`config.mk`:
```
export PLATFORM = sky130hd
export DESIGN_NAME = rf_writeback
export DESIGN_NICKNAME = d
export VERILOG_FILES = /design/src/rtl/rf_writeback_pkg.sv /design/src/rtl/rf_writeback_load_fifo.sv /design/src/rtl/rf_writeback.sv
export SDC_FILE = /design/constraint.sdc
export NUM_CORES = 1
export LEC_CHECK = 0
export BUFFER_PORTS_ARGS = -buffer_cell sky130_fd_sc_hd__buf_2
export CORE_ASPECT_RATIO = 0.6
export CORE_UTILIZATION = 45
export DETAILED_ROUTE_END_ITERATION = 12
export GPL_TIMING_DRIVEN = 0
export PLACE_DENSITY = 0.68
export SYNTH_ARGS = -nofsm -noshare
export SYNTH_HDL_FRONTEND = slang
export SYNTH_SLANG_ARGS = --single-unit
```
`constraint.sdc`:
```
create_clock -name clk -period 3.28 [get_ports clk]
set_clock_uncertainty 0.05 [all_clocks]
set_input_delay 0.492 -clock clk [delete_from_list [all_inputs] [get_ports clk]]
set_output_delay 0.492 -clock clk [all_outputs]
set_load 0.01 [all_outputs]
```
`src/rtl/rf_writeback_pkg.sv`:
```
// ---------------------------------------------------------------------------
// rf_writeback_pkg
// Shared constants and types for the register-file writeback stage.
//   XLEN        : default result / write-data width
//   REG_ADDR_W  : register index width
//   NUM_REGS    : architectural register count (x0 is hardwired zero)
//   LQ_DEPTH    : default load-result queue depth (power of two, >= 2)
//   wb_entry_t  : one pending writeback {rd, data}
// ---------------------------------------------------------------------------
package rf_writeback_pkg;

    localparam int XLEN       = 32;
    localparam int REG_ADDR_W = 5;
    localparam int NUM_REGS   = 32;
    localparam int LQ_DEPTH   = 2;

    typedef struct packed {
        logic [REG_ADDR_W-1:0] rd;
        logic [XLEN-1:0]       data;
    } wb_entry_t;

endpackage

```
`src/rtl/rf_writeback_load_fifo.sv`:
```
// ---------------------------------------------------------------------------
// wb_load_fifo
// Small FIFO holding load results that lost arbitration to the ALU.
// Ports:
//   clk, rst_n   : clock, async active-low reset (clears pointers and count)
//   push, push_data : enqueue (caller guarantees !full)
//   pop, pop_data   : dequeue; pop_data is the current head (valid when !empty)
//   full, empty, count : occupancy, all derived from the registered count
// ---------------------------------------------------------------------------
module wb_load_fifo #(
    parameter int DW    = 37,
    parameter int DEPTH = 2
) (
    input  logic                     clk,
    input  logic                     rst_n,
    input  logic                     push,
    input  logic [DW-1:0]            push_data,
    input  logic                     pop,
    output logic [DW-1:0]            pop_data,
    output logic                     full,
    output logic                     empty,
    output logic [$clog2(DEPTH):0]   count
);

    localparam int AW = $clog2(DEPTH);
    localparam int CW = AW + 1;

    logic [DW-1:0] r_mem [DEPTH];
    logic [AW-1:0] r_wr_ptr;
    logic [AW-1:0] r_rd_ptr;
    logic [CW-1:0] r_count;

    // DEPTH is a power of two, so pointer overflow is the modulo wrap.
    always_ff @(posedge clk or negedge rst_n) begin
        if (!rst_n) begin
            r_wr_ptr <= '0;
            r_rd_ptr <= '0;
            r_count  <= '0;
        end else begin
            if (push) r_wr_ptr <= r_wr_ptr + 1'b1;
            if (pop)  r_rd_ptr <= r_rd_ptr + 1'b1;
            case ({push, pop})
                2'b10:   r_count <= r_count + 1'b1;
                2'b01:   r_count <= r_count - 1'b1;
                default: r_count <= r_count;
            endcase
        end
    end

    // Storage needs no reset: entries are only read once counted in.
    always_ff @(posedge clk) begin
        if (push) r_mem[r_wr_ptr] <= push_data;
    end

    assign pop_data = r_mem[r_rd_ptr];
    assign count    = r_count;
    assign full     = (r_count == CW'(DEPTH));
    assign empty    = (r_count == '0);

endmodule

```
`src/rtl/rf_writeback.sv`:
```
// ---------------------------------------------------------------------------
// rf_writeback
// Writeback arbiter between an unstallable ALU and a queued load path, plus
// a pending-write scoreboard for operand hazard checks.
// Ports:
//   clk, rst_n                    : clock, async active-low reset
//   alu_valid/alu_rd/alu_data     : ALU result, always wins arbitration
//   lsu_valid/lsu_ready/lsu_rd/lsu_data : load result handshake into queue
//   iss_valid/iss_rd              : issuing instruction marks rd pending
//   qaddr1/qaddr2 -> busy1/busy2  : combinational scoreboard lookup
//   rf_wen/rf_waddr/rf_wdata      : registered register-file write port
// ---------------------------------------------------------------------------
module rf_writeback
    import rf_writeback_pkg::*;
#(
    parameter int XLEN     = rf_writeback_pkg::XLEN,
    parameter int LQ_DEPTH = rf_writeback_pkg::LQ_DEPTH
) (
    input  logic                  clk,
    input  logic                  rst_n,
    input  logic                  alu_valid,
    input  logic [REG_ADDR_W-1:0] alu_rd,
    input  logic [XLEN-1:0]       alu_data,
    input  logic                  lsu_valid,
    output logic                  lsu_ready,
    input  logic [REG_ADDR_W-1:0] lsu_rd,
    input  logic [XLEN-1:0]       lsu_data,
    input  logic                  iss_valid,
    input  logic [REG_ADDR_W-1:0] iss_rd,
    input  logic [REG_ADDR_W-1:0] qaddr1,
    input  logic [REG_ADDR_W-1:0] qaddr2,
    output logic                  busy1,
    output logic                  busy2,
    output logic                  rf_wen,
    output logic [REG_ADDR_W-1:0] rf_waddr,
    output logic [XLEN-1:0]       rf_wdata
);

    localparam int EW = REG_ADDR_W + XLEN;
    localparam int CW = $clog2(LQ_DEPTH) + 1;

    logic                  w_lq_full;
    logic                  w_lq_empty;
    logic [CW-1:0]         w_lq_count;
    logic [EW-1:0]         w_lq_head;
    logic                  w_push;
    logic                  w_pop;
    logic                  w_sel_valid;
    logic [REG_ADDR_W-1:0] w_sel_rd;
    logic [XLEN-1:0]       w_sel_data;
    logic                  w_commit;
    logic [NUM_REGS-1:0]   w_pending_nxt;

    logic                  r_wen;
    logic [REG_ADDR_W-1:0] r_waddr;
    logic [XLEN-1:0]       r_wdata;
    logic [NUM_REGS-1:0]   r_pending;

    // Ready comes only from the registered count, so it never depends on
    // alu_valid in the same cycle and reads 1 while the queue is reset.
    assign lsu_ready = (w_lq_count != CW'(LQ_DEPTH));
    assign w_push    = lsu_valid && !w_lq_full;
    assign w_pop     = !alu_valid && !w_lq_empty;

    wb_load_fifo #(
        .DW    (EW),
        .DEPTH (LQ_DEPTH)
    ) u_load_fifo (
        .clk       (clk),
        .rst_n     (rst_n),
        .push      (w_push),
        .push_data ({lsu_rd, lsu_data}),
        .pop       (w_pop),
        .pop_data  (w_lq_head),
        .full      (w_lq_full),
        .empty     (w_lq_empty),
        .count     (w_lq_count)
    );

    always_comb begin
        w_sel_valid = 1'b0;
        w_sel_rd    = '0;
        w_sel_data  = '0;
        if (alu_valid) begin
            w_sel_valid = 1'b1;
            w_sel_rd    = alu_rd;
            w_sel_data  = alu_data;
        end else if (!w_lq_empty) begin
            w_sel_valid = 1'b1;
            w_sel_rd    = w_lq_head[EW-1:XLEN];
            w_sel_data  = w_lq_head[XLEN-1:0];
        end
    end

    // x0 results are consumed from their source but never written.
    assign w_commit = w_sel_valid && (w_sel_rd != '0);

    always_ff @(posedge clk or negedge rst_n) begin
        if (!rst_n) begin
            r_wen   <= 1'b0;
            r_waddr <= '0;
            r_wdata <= '0;
        end else begin
            r_wen <= w_commit;
            if (w_commit) begin
                r_waddr <= w_sel_rd;
                r_wdata <= w_sel_data;
            end
        end
    end

    // Clear first, then set, so a re-issue on the commit cycle keeps the bit.
    always_comb begin
        w_pending_nxt = r_pending;
        if (w_commit) w_pending_nxt[w_sel_rd] = 1'b0;
        if (iss_valid && (iss_rd != '0)) w_pending_nxt[iss_rd] = 1'b1;
    end

    always_ff @(posedge clk or negedge rst_n) begin
        if (!rst_n) r_pending <= '0;
        else        r_pending <= w_pending_nxt;
    end

    assign busy1    = (qaddr1 != '0) && r_pending[qaddr1];
    assign busy2    = (qaddr2 != '0) && r_pending[qaddr2];

    assign rf_wen   = r_wen;
    assign rf_waddr = r_waddr;
    assign rf_wdata = r_wdata;

endmodule

```
Word-level counts from Yosys, hierarchy flattened:

Memory sizes are Yosys's and may differ from the RTL's.
Cells that the tools add are included.

* memory bits (writable): 74
* latch bits: 0
* memory bits (read-only): 0
* word-level logic and storage cells: 61
* input port bits: 94
* memories kept: 1
* register bits: 74

Memory list
* u_load_fifo.r_mem: words 2, bits a word 37, read ports 1, clocked after memory_dff 0, wr ports 1, RTL line rf_writeback_load_fifo.sv:28 `logic [DW-1:0] r_mem [DEPTH];`

* bitwise gates (word level): 3
* div/mod/pow operators: 0
* reductions and logical operators: 17
* $lt $le $gt $ge: 6
* $add $sub $neg: 4
* mux-type cells: 19
* shift operators: 0
* multiply operators: 0
* equality and inequality tests: 4

Operators with widths (count)
* 32-bit two-way mux: 4
* 32-bit AND: 1
* 32-bit inverter: 1
* 32-bit OR: 1
* 5-bit by 6-bit < comparator with 1-bit output, second input constant: 4
* 5-bit nonzero test: 4
* 1-bit binary-select mux with 5-bit select: 2
* 1-bit demux with 5-bit select: 2
* 5-bit by 1-bit greater-or-equal comparator with 1-bit output, second input constant: 2
* 5-bit two-way mux: 2
* 1-bit logical AND: 8
* 1-bit two-way mux: 8
* 2-bit == test, second input constant: 2
* 2-bit one-hot mux with 2 select lines: 1
* 1-bit logical NOT: 3
* 1-bit adder, second input constant: 2
* 2-bit by 1-bit adder with 2-bit output, second input constant: 1
* 2-bit by 1-bit == test with 1-bit output, second input constant: 1
* 2-bit logical NOT: 1
* 2-bit != test, second input constant: 1
* 2-bit nonzero test: 1
* 2-bit by 1-bit subtractor with 2-bit output, second input constant: 1

Longest topological paths before layout:

Gate-level depths: netlist of the first run.

* depth in word-level cells: 12
* gate-level depth with buffers: 9
* gate-level depth less buffers: 6

By module:

Synthesis of the first run repeated with hierarchy kept, for this count alone.

* cells, all modules: 466
* area total of the unflattened synthesis: 6856.6 um^2

Modules (own cells, without submodules)
* rf_writeback: instances 1, area an instance 3920.0 um^2, cells an instance 335, sequential area each 1726.7 um^2
* wb_load_fifo: instances 1, area an instance 2936.6 um^2, cells an instance 131, sequential area each 2322.2 um^2

Worst setup path before layout of the first run:

Ideal clock, no wire load.

* path type: register to register
* start point: register u_load_fifo.r_count[0], in the netlist u_load_fifo.count[0]
* end point: memory u_load_fifo.r_mem[0][0], enable pin
* required time: 2799 ps
* setup time: 431 ps
* stages on the path, launching flop included: 4
* setup slack: 489 ps
* arrival: 2309 ps
* period minus slack after synthesis: 2791 ps
* path through: dfrtp_1 nand2b_1 nand2_1 nor2_1

* cells in the longest elaborated chain, start to end: 5

Ends and longest elaborated chain
* start, declared: RTL line rf_writeback_load_fifo.sv:31 `logic [CW-1:0] r_count;`
* start signal, assigned: RTL line rf_writeback_load_fifo.sv:43 `2'b10: r_count <= r_count + 1'b1;`
* start signal, assigned: RTL line rf_writeback_load_fifo.sv:44 `2'b01: r_count <= r_count - 1'b1;`
* start signal, assigned: RTL line rf_writeback_load_fifo.sv:45 `default: r_count <= r_count;`
* 2-bit == test: RTL line rf_writeback_load_fifo.sv:57 `assign full = (r_count == CW'(DEPTH));`
* 1-bit logical NOT: RTL line rf_writeback.sv:62 `assign w_push = lsu_valid && !w_lq_full;`
* 1-bit logical AND: RTL line rf_writeback.sv:62
* 1-bit two-way mux: RTL line rf_writeback_load_fifo.sv:52 `if (push) r_mem[r_wr_ptr] <= push_data;`
* 1-bit two-way mux (implied by the code): RTL line rf_writeback_load_fifo.sv:52
* end, declared: RTL line rf_writeback_load_fifo.sv:28

No other way between the ends.

Worst setup path in the final report of the first run:

* start point: input port qaddr1[0]
* end point: output port busy1

* cells in the longest elaborated chain, start to end: 3
* elaborated cells between the ends (all ways): 4
* classes of those cells: mux (2); reduce/logical (2)

Ends and longest elaborated chain
* start, declared: RTL line rf_writeback.sv:30 `input logic [REG_ADDR_W-1:0] qaddr1,`
* 1-bit binary-select mux with 5-bit select: RTL line rf_writeback.sv:124 `assign busy1 = (qaddr1 != '0) && r_pending[qaddr1];`
* 1-bit two-way mux (implied by the code): RTL line rf_writeback.sv:124
* 1-bit logical AND (*): RTL line rf_writeback.sv:124
* end, declared: RTL line rf_writeback.sv:32 `output logic busy1,`

Every way passes the cells marked *; elsewhere a longest branch is shown, timed or not. The select of a mux whose other input is x is not followed.

==> results of run 1 <==
-- synth_stat cells --
library cell   n  share of area [%]
a21o_1         5               0.58
a21oi_1        2               0.15
a221oi_1       2               0.27
and3_1         1              0.097
buf_1          3               0.17
buf_2          2               0.15
buf_6          4               0.69
clkbuf_1      11               0.64
dfrtp_1       73                 28
edfxtp_1      74                 34
ha_1           1               0.19
inv_1          1              0.058
inv_2          1              0.058
mux2_2         7                1.2
mux2_4        29                6.7
mux2i_1       37                5.7
mux4_2        16                5.6
nand2_1       44                2.5
nand2b_1       5               0.48
nand3_1        8               0.62
nand3b_1       5               0.58
nor2_1         4               0.23
nor2b_1        6               0.58
nor3_1         3               0.23
nor3_4         1               0.25
o21a_1         2               0.23
o21ai_0       96                7.4
o21ai_1        4               0.31
o21ai_2        1               0.14
o21bai_2       1               0.17
or2_1          1              0.097
or2_2          1              0.097
or3_1          4               0.39
or3b_2         1               0.14
or4_1          1               0.12
xnor2_1        4               0.54
xor2_1         1               0.14
-- through the flow --
step	power (mW)	cells	cell area, um^2	util (%)	setup WS (ns)
floorplan	4.20	462	6480	-	0.489
global placement	4.83	784	7370	53.2	-0.504
detailed placement	4.98	787	7470	53.8	0.374
CTS	6.94	820	8070	58.2	0.376
global route	7.23	820	8070	58.2	0.279
finish	6.89	821	8070	58.2	0.379
-- path summary, 6_finish.rpt --
kind / start / end / slack, ns / depth (start not counted)
min reg2reg: rf_waddr[0] / rf_waddr[0] / 0.44 / 1
max: qaddr1[0] / busy1 / 0.38 / 6
max reg2reg: u_load_fifo.count[0] / rf_wdata[8] / 0.78 / 8
max in group asynchronous: rst_n / rf_wdata[13] / 2.18 / 3
min in group asynchronous: rst_n / r_pending[5] / 0.43 / 2
min: lsu_data[23] / u_load_fifo.r_mem[0][23] / 0.21 / 1
-- flip-flops by register name, indices dropped and copies added (netlist names) --
signal,flops
r_pending,31
rf_waddr,5
rf_wdata,32
rf_wen,1
u_load_fifo.count,2
u_load_fifo.r_mem,74
u_load_fifo.r_rd_ptr,1
u_load_fifo.r_wr_ptr,1
-- area by class of cell --
type	instances	area [um^2]
inverters	2	7.51
clock inverters	13	146
fillers	1116	5800
diodes	1	2.50
multi-input cells	293	2330
plain buffers	20	108
clock buffers	19	443
well taps	192	240
repair buffers	134	746
flip-flops and latches	147	4050
-- kinds of logic (layout without fill, tap and decap cells) --
logic type	after synthesis	in the layout	synth area share (%)
and+or+nand+nor	85	85	6.45
muxes	89	89	19.2
adders and majority gates	1	1	0.193
AOI/OAI and AO/OA	113	113	9.26
buffers and inverters	22	188	1.78
DFF	147	147	62.4
other	0	1	0
xor gates and xnor gates	5	5	0.675
-- per-layer routing --
layer  global-route usage, %  vias up
li1                        -     2035
met1                    29.0     2161
met2                    33.6      181
met3                    7.80       22
met4                    6.54        2
met5                       0        -
-- power by group through the flow --
stage,logic (mW),clock network [mW],registers [mW]
after floorplan,1.29,0,2.91
after global placement,1.94,0,2.89
after detailed placement,2.05,0,2.92
after CTS,2.07,1.98,2.89
after global routing,2.23,2.06,2.95
final,2.04,1.95,2.89
==> results.ini, run 1 <==
[power]
swShare_pct = 31.5
clkPwrFrac_pct = 28.3
power_density_nw_per_um2 = 854
ir_drop_v = 0.000389
seq_power_share_pct = 42.0
p_sw_mw = 2.17
p_comb_share_pct = 29.7
p_leak_nw = 3.49
p_int_mw = 4.72

[worst_setup_path]
crit_path_max_incr_delay_ns = 0.61
required_ns = 2.74
cp_slowest_cell = mux4_2
cpLargestDelayFamily = multiplexers
worstPathCellList = clkbuf_1, mux4_2, mux4_2, nand2_1, o21ai_0, buf_2
cp.arrival_ns = 2.36
worstPathMaxFanout = 8
worstSetupEndpointType = output pin
path_class = input port to output pin
cpMostUsedCell = mux4_2
worstSetupStartpointType = input port
critPathBufInv = 2

[floorplan]
rows = 33
die_h_um = 95.0
die-area_um2 = 14900
io-pin-count = 135
coreArea_um2 = 13900
dieWidth_um = 157
initial_core_util_pct = 46.7

[sta]
slew_violations = 0
rsz0062_at_grt = false
hold_viol = 0
setup_viol = 0
min_period_over_period_pct = 88.5
max_slew_margin_pct = 49.0
worst_slew_pin_slew_ns = 0.765
fmax_mhz = 345
whs_ns = 0.208
tns_ns = 0
min_period_ns = 2.90

[clocking]
numCtsBuffers = 17
cts_hold_buf = 1
clock-sinks = 147
worstSkewPairLatency_ns = 0.42
cts_tree = built
postCtsSetupBuffers = 0
cts-resized-gates = 0
clkTransAtPathRegs_ns = 0.06
htreeDepth = 4
root_buffer = clkbuf_16
clk_path_buf_depth = 2

[synthesis]
syn_nets = 557
avgSynthCellArea_um2 = 14.0
syn_area_um2 = 6480
ys_ff_latch = 147
synth_cell_types = 37
yosysSeqAreaShare_pct = 62.4
syn_inst = 462
yosys_warnings = 0

[global_route]
antenna_found_initial = 2
grt_pass1_wl_mm = 23.7
grt.overflow.total = 0
grt_max_degree = 58
grtUsageTotal_pct = 21.8
grt_pass1_vias = 4487

[cells_and_area]
mostFrequentLayoutCell = buf_2
layout-drive-gt1-share_pct = 36.5
mostFrequentLayoutCells = buf_2, o21ai_0, edfxtp_1
nets = 710
syn_to_final_growth_pct = 24.5

[detailed_routing]
via_count = 4401
wl_per_cell_um = 18.7
drc = 0
wl_met3_mm = 1.19
route.antenna.remaining_nets = 0
dr_wl_met2_mm = 6.88
via_per_inst = 5.36
first_pass_iters = 5
routed_wl_mm = 15.3
maxUsedRoutingLayer = met5
drtIter0Drc = 345
met1Wirelength_mm = 7.08

[placed_design]
gp_congestion = 0.852
numPortBuffers = 130
place_hpwl_mm = 10.9

[status]
outcome = completed

[min_path]
hp-class = input port to register

[flow_run]
cap_viol_max_count = 0

Power figures use the tool's default switching activity.
==> inputs of run 2 (changes only) <==
Settings changed: REMOVE_ABC_BUFFERS set to 1.
==> results.ini, run 2 (synthesis gave the netlist of run 1 again) <==
[status]
outcome = completed

[placed_design]
place_hpwl_mm = 10.6  ; -2.5%
placed_cells = 773  ; -1.8%
gp_congestion = 0.917  ; +7.6%
numPortBuffers = 134  ; +3.1%

[floorplan]
io-pin-count = 135  ; unchanged
rows = 33  ; unchanged
coreArea_um2 = 13900  ; unchanged
initial_core_util_pct = 46.7  ; unchanged
die_h_um = 95.0  ; unchanged
dieWidth_um = 157  ; unchanged
die-area_um2 = 14900  ; unchanged

[cells_and_area]
nets = 696  ; -2.0%
syn_to_final_growth_pct = 24.5  ; about the same
mostFrequentLayoutCells = buf_2, o21ai_0, edfxtp_1
regMostFlops = u_load_fifo.r_mem
mostFrequentLayoutCell = buf_2
layout-drive-gt1-share_pct = 37.5  ; +0.99 points
largest_register_ffs = 74  ; unchanged
final_cells = 807  ; -1.7%
post-route-util_pct = 58.2  ; about the same

[detailed_routing]
via_count = 4442  ; +0.93%
wl_per_cell_um = 19.2  ; +3.0%
via_per_inst = 5.50  ; +2.7%
first_pass_iters = 5  ; unchanged
drtIter0Drc = 332  ; -3.8%
routed_wl_mm = 15.5  ; +1.3%
drc = 0  ; unchanged
route.antenna.remaining_nets = 0  ; unchanged

[sta]
min_period_over_period_pct = 92.3  ; +3.8 points
fmax_mhz = 330  ; -4.2%
tns_ns = 0  ; unchanged
whs_ns = 0.217  ; +0.00919 ns
slew_violations = 0  ; unchanged
hold_viol = 0  ; unchanged
setup_viol = 0  ; unchanged
worst_slew_pin_slew_ns = 0.628  ; -0.137 ns
min_period_ns = 3.03  ; +0.126 ns
max_slew_margin_pct = 58.1  ; +9.1 points
rsz0062_at_grt = false

[min_path]
hold_path_startpoint = lsu_data[19]
hold_depth = 1  ; unchanged
hp-class = input port to register
hold_path_end = u_load_fifo.r_mem[1][19]

[flow_run]
cap_viol_max_count = 0  ; unchanged

[global_route]
antenna_found_initial = 3  ; +1
grt.overflow.total = 0  ; unchanged
grtUsageTotal_pct = 22.0  ; +0.18 points
grt_pass1_wl_mm = 23.8  ; +0.20%
grt_use_met1_pct = 28.9  ; -0.18 points
met2_usage_pct = 33.6  ; unchanged
grt_pass1_vias = 4402  ; -1.9%
grtUsageMet3_pct = 7.89  ; +0.092 points
grt_busiest_layer = met2
grt_max_degree = 69  ; +19%

[power]
p_leak_nw = 3.48  ; -0.12%
power_density_nw_per_um2 = 867  ; +1.6%
power_mw = 7.00  ; +1.6%
ir_drop_v = 0.000411  ; +5.7%

[clocking]
worstSkewPairLatency_ns = 0.41  ; about the same
clock-sinks = 147  ; unchanged
clk_path_buf_depth = 2  ; unchanged
cts_tree = built
root_buffer = clkbuf_16
clkTransAtPathRegs_ns = 0.07  ; about the same
htreeDepth = 4  ; unchanged
postCtsSetupBuffers = 0  ; unchanged
numCtsBuffers = 17  ; unchanged

[worst_setup_path]
required_ns = 3.52  ; +0.78 ns
worstPathCellList = o21bai_4, buf_16, o21ai_1, or2_1, nor3_4, inv_4, mux2_4
path_class = register to register
crit_path_start = u_load_fifo.count[1]
reg2regPathDepth = 7  ; -1
worstSetupEndpointType = register
worstSetupStartpointType = register
cp.arrival_ns = 3.27  ; +0.91 ns
r2r_start = u_load_fifo.count[1]
cp_slowest_cell = o21bai_4
worstPathMaxFanout = 33  ; +25
reg2reg_slack_ns = 0.25  ; -0.53 ns
rr_endpoint = rf_wdata[30]
crit_path_max_incr_delay_ns = 0.54  ; -0.07 ns

run 2: cell type report:
| class | count | area [um^2] |
|---|---|---|
| Fill cell | 1154 | 5800 |
| Timing Repair Buffer | 140 | 801 |
| Multi-Input combinational cell | 293 | 2340 |
| Inverter | 2 | 10.0 |
| Clock buffer | 18 | 429 |
| Tap cell | 192 | 240 |
| Antenna cell | 1 | 2.50 |
| Clock inverter | 14 | 201 |
| Sequential cell | 147 | 4050 |
run 2: where the power goes:
part / leakage (nW) / internal [mW] / switching, mW
logic: 1.60 / 0.981 / 0.992
registers: 1.58 / 2.57 / 0.388
clock network: 0.298 / 1.29 / 0.778
run 2: timing repair:
| item | CTS | global route |
|---|---|---|
| endpoints found under the setup margin | 32 | 10 |
| hold buffers | 1 | 0 |
| endpoints found under the hold margin | 5 | 0 |
| pin swaps | 0 | 1 |
| gates resized for setup | 2 | 1 |
run 2: metrics by stage:
| step | setup slack (ns) | area [um^2] |
|---|---|---|
| 2_1_floorplan | -0.0568 | 6380 |
| 3_3_place_gp | -1.06 | 7290 |
| 3_5_place_dp | -0.547 | 7420 |
| 4_1_cts | 0.207 | 8070 |
| 5_1_grt | 0.0129 | 8070 |
| 6_report | 0.253 | 8070 |
run 2: worst max path at each step:
| stage | end | depth (start not counted) |
|---|---|---|
| floorplan | rf_wdata[0] | 6 |
| global placement | rf_wdata[1] | 6 |
| detailed placement | rf_wdata[3] | 8 |
| CTS | rf_wdata[30] | 7 |
| global route | rf_wdata[25] | 7 |
| finish | rf_wdata[30] | 7 |
run 2: metal layers:
metal | routed length, um | vias up
li1 | - | 2014
met1 | 6620 | 2198
met3 | 1520 | 24
met5 | 13 | -
met2 | 7160 | 204
met4 | 217 | 2
run 2: worst max-delay path, delay by kind of cell, from the launching register on:
kind / cells / cell delay [ns]
simple gates: 2 / 0.78
compound gates: 2 / 0.68
buf+inv: 2 / 0.53
flops: 1 / 0.45
mux: 1 / 0.38
==> inputs of run 3 (changes only) <==
Settings changed: ABC_AREA set to 1, PLACE_DENSITY 0.68 to 0.65.
==> results.ini, run 3 <==
[status]
outcome = completed

[worst_setup_path]
worstPathCellList = inv_2, nand2_1, nand2_1, nand2_2, nand2_2, nor2_4, nand3_4, o21ai_1
crit_path_max_incr_delay_ns = 0.68  ; +0.14 ns
cp.arrival_ns = 2.88  ; -0.39 ns
crit_end = rf_wdata[30]
worstSetupEndpointType = register
cp_slowest_cell = dfrtp_2
worstPathMaxFanout = 70  ; +110%
cpLargestDelayFamily = simple AND/OR/NAND/NOR gates
worstSetupStartpointType = register
rr_endpoint = rf_wdata[30]
reg2reg_slack_ns = 0.66  ; +0.41 ns
r2r_start = u_load_fifo.r_rd_ptr
path_class = register to register
critPathBufInv = 1  ; -1
cp.depth = 8  ; +1
required_ns = 3.53  ; about the same
crit_path_start = u_load_fifo.r_rd_ptr
reg2regPathDepth = 8  ; +1

[sta]
max_slew_margin_pct = 36.9  ; -21 points
hold_viol = 0  ; unchanged
min_period_over_period_pct = 79.9  ; -12 points
worst_slew_pin_slew_ns = 0.939  ; +0.310 ns
slew_violations = 0  ; unchanged
fin_ws_ns = 0.658  ; +0.405 ns
setup_viol = 0  ; unchanged
min_period_ns = 2.62  ; -0.405 ns
rsz0062_at_grt = false
fmax_mhz = 381  ; +15%

[power]
ir_drop_v = 0.000518  ; +26%
p_leak_nw = 4.02  ; +15%
power_mw = 6.89  ; -1.5%
power_density_nw_per_um2 = 822  ; -5.2%

[min_path]
hold_path_startpoint = lsu_data[0]
hp-class = input port to register
hold_depth = 1  ; unchanged

[detailed_routing]
via_count = 5393  ; +21%
drtIter0Drc = 526  ; +58%
wl_per_cell_um = 15.1  ; -22%
first_pass_iters = 5  ; unchanged
drc = 0  ; unchanged
via_per_inst = 4.96  ; -9.9%
routed_wl_mm = 16.4  ; +5.5%
route.antenna.remaining_nets = 0  ; unchanged

[global_route]
grt_pass1_wl_mm = 26.3  ; +11%
grt_use_met1_pct = 34.3  ; +5.4 points
grt_busiest_layer = met1
grt.overflow.total = 0  ; unchanged
grt_pass1_vias = 4950  ; +12%
grtUsageTotal_pct = 21.8  ; -0.25 points
met2_usage_pct = 30.0  ; -3.6 points
grt_max_degree = 71  ; +2.9%
grtUsageMet3_pct = 4.33  ; -3.6 points
antenna_found_initial = 1  ; -2

[cells_and_area]
mostFrequentLayoutCell = nand2_1
layout-drive-gt1-share_pct = 21.3  ; -16 points
mostFrequentLayoutCells = nand2_1, buf_2, inv_1
register_area_um2 = 4080  ; +0.56%
nets = 971  ; +40%
largest_register_ffs = 74  ; unchanged
regMostFlops = u_load_fifo.r_mem
antenna_cells = 0  ; -1
fillers = 1358  ; +18%
multi_input_comb_area_um2 = 2350  ; +0.59%
syn_to_final_growth_pct = 21.7

[synthesis]
synth_area_leaders = edfxtp_1, dfrtp_1, nand2_1
synth_cell_types = 29  ; -22%
avgSynthCellArea_um2 = 9.25  ; -34%
ys_ff_latch = 148  ; +0.68%
syn_inst = 745  ; +61%
synthArstFlopShare_pct = 50.0  ; +0.34 points
post-synth-top-area-fraction_pct = 32.2  ; -2.0 points
post-synth-top-count-cell = nand2_1
yosys_warnings = 0  ; unchanged
synthFlopType = edfxtp_1
synth_edf_count = 74  ; unchanged
yosysSeqAreaShare_pct = 59.1  ; -3.3 points
syn_area_um2 = 6890  ; +6.3%
synth_area_leader_cell = edfxtp_1
synth_common_cells = nand2_1, inv_1, dfrtp_1, edfxtp_1, o21ai_0

[floorplan]
die_h_um = 97.9  ; +3.0%
rows = 34  ; +3.0%
dieWidth_um = 162  ; +3.1%
coreArea_um2 = 14700  ; +6.1%
io-pin-count = 135  ; unchanged
die-area_um2 = 15800  ; +6.2%
initial_core_util_pct = 46.8  ; +0.086 points

[clocking]
cts_tree = built
clk_path_buf_depth = 2  ; unchanged
numCtsBuffers = 17  ; unchanged
clock-sinks = 148  ; +0.68%
htreeDepth = 4  ; unchanged
worstSkewPairLatency_ns = 0.41  ; about the same
clkTransAtPathRegs_ns = 0.07  ; about the same
root_buffer = clkbuf_16
cts-resized-gates = 0  ; -2

[placed_design]
numPortBuffers = 134  ; unchanged
place_hpwl_mm = 11.6  ; +8.7%
pre_cts_slack_ns = 0.263  ; +0.810 ns
gp_congestion = 0.918  ; about the same

[flow_run]
cap_viol_max_count = 0  ; unchanged

[run 3: changes by cell type after synthesis, sizes merged, moves of 13 or more]
cell | before | now
nand2 | 44 | 264
inv | 2 | 91
mux2 | 36 | 0
nand3 | 8 | 44
mux4 | 16 | 0
o21ai | 101 | 86
nor2 | 4 | 17
o211ai | 0 | 13
[run 3: what timing repair did]
action                    in CTS  in global routing
hold buffers                   1                  0
setup buffers                  0                  0
hold endpoints to repair      20                  0
[run 3: power by group]
group / leakage, nW / switching [mW] / total (mW) / internal, mW
logic: 2.14 / 1.26 / 2.02 / 0.761
clock network: 0.279 / 0.808 / 1.95 / 1.15
registers: 1.60 / 0.322 / 2.91 / 2.59
[run 3: per-layer routing]
metal  part of all wire (%)  vias to the layer above
met1                     51                     2501
met5                  0.061                        -
li1                       -                     2696
met3                    7.0                       15
met4                   0.82                        2
met2                     41                      179
[run 3: cells by family after synthesis]
family	count (synthesis)	synth area share (%)
AND/OR/NAND/NOR	336	20.5
flip-flops	148	59.1
buffers and inverters	120	7.01
AO/OA/AOI/OAI	105	8.19
multiplexers	32	4.65
XOR/XNOR	3	0.381
adder cells (fa/ha/maj)	1	0.182
[run 3: final cells by class]
type / count / share of cell area (%)
well taps: 198 / 2.95
inverters: 93 / 4.16
repair buffers: 139 / 9.19
flip-flops and latches: 148 / 48.6
clock buffers: 18 / 5.12
clock inverters: 14 / 1.97
multi-input cells: 477 / 28.0
[run 3: through the flow]
step           hold slack [ns]  util [%]  area, um^2  setup TNS [ns]  cells
6_report                 0.212      57.0        8390               0   1087
5_1_grt                  0.197      57.0        8390               0   1087
4_1_cts                  0.201      57.0        8390               0   1087
3_5_place_dp             0.326      52.9        7780               0   1054
3_3_place_gp             0.316      52.2        7680          -49.04   1050
2_1_floorplan            0.146         -        6760               0    718
[run 3: worst reg2reg max path: cells and delay by family, from the launching register on]
kind | cells | cell delay [ns]
AOI/OAI and AO/OA | 1 | 0.41
and+or+nand+nor | 6 | 1.26
DFF | 1 | 0.68
buffers and inverters | 1 | 0.13
[run 3: how the worst min path moves through the flow]
stage,endpoint,slack [ns]
floorplan,r_pending[0],0.15
global placement,r_pending[0],0.32
detailed placement,r_pending[0],0.33
CTS,u_load_fifo.r_mem[1][0],0.20
global route,u_load_fifo.r_mem[1][14],0.20
finish,u_load_fifo.r_mem[1][0],0.21
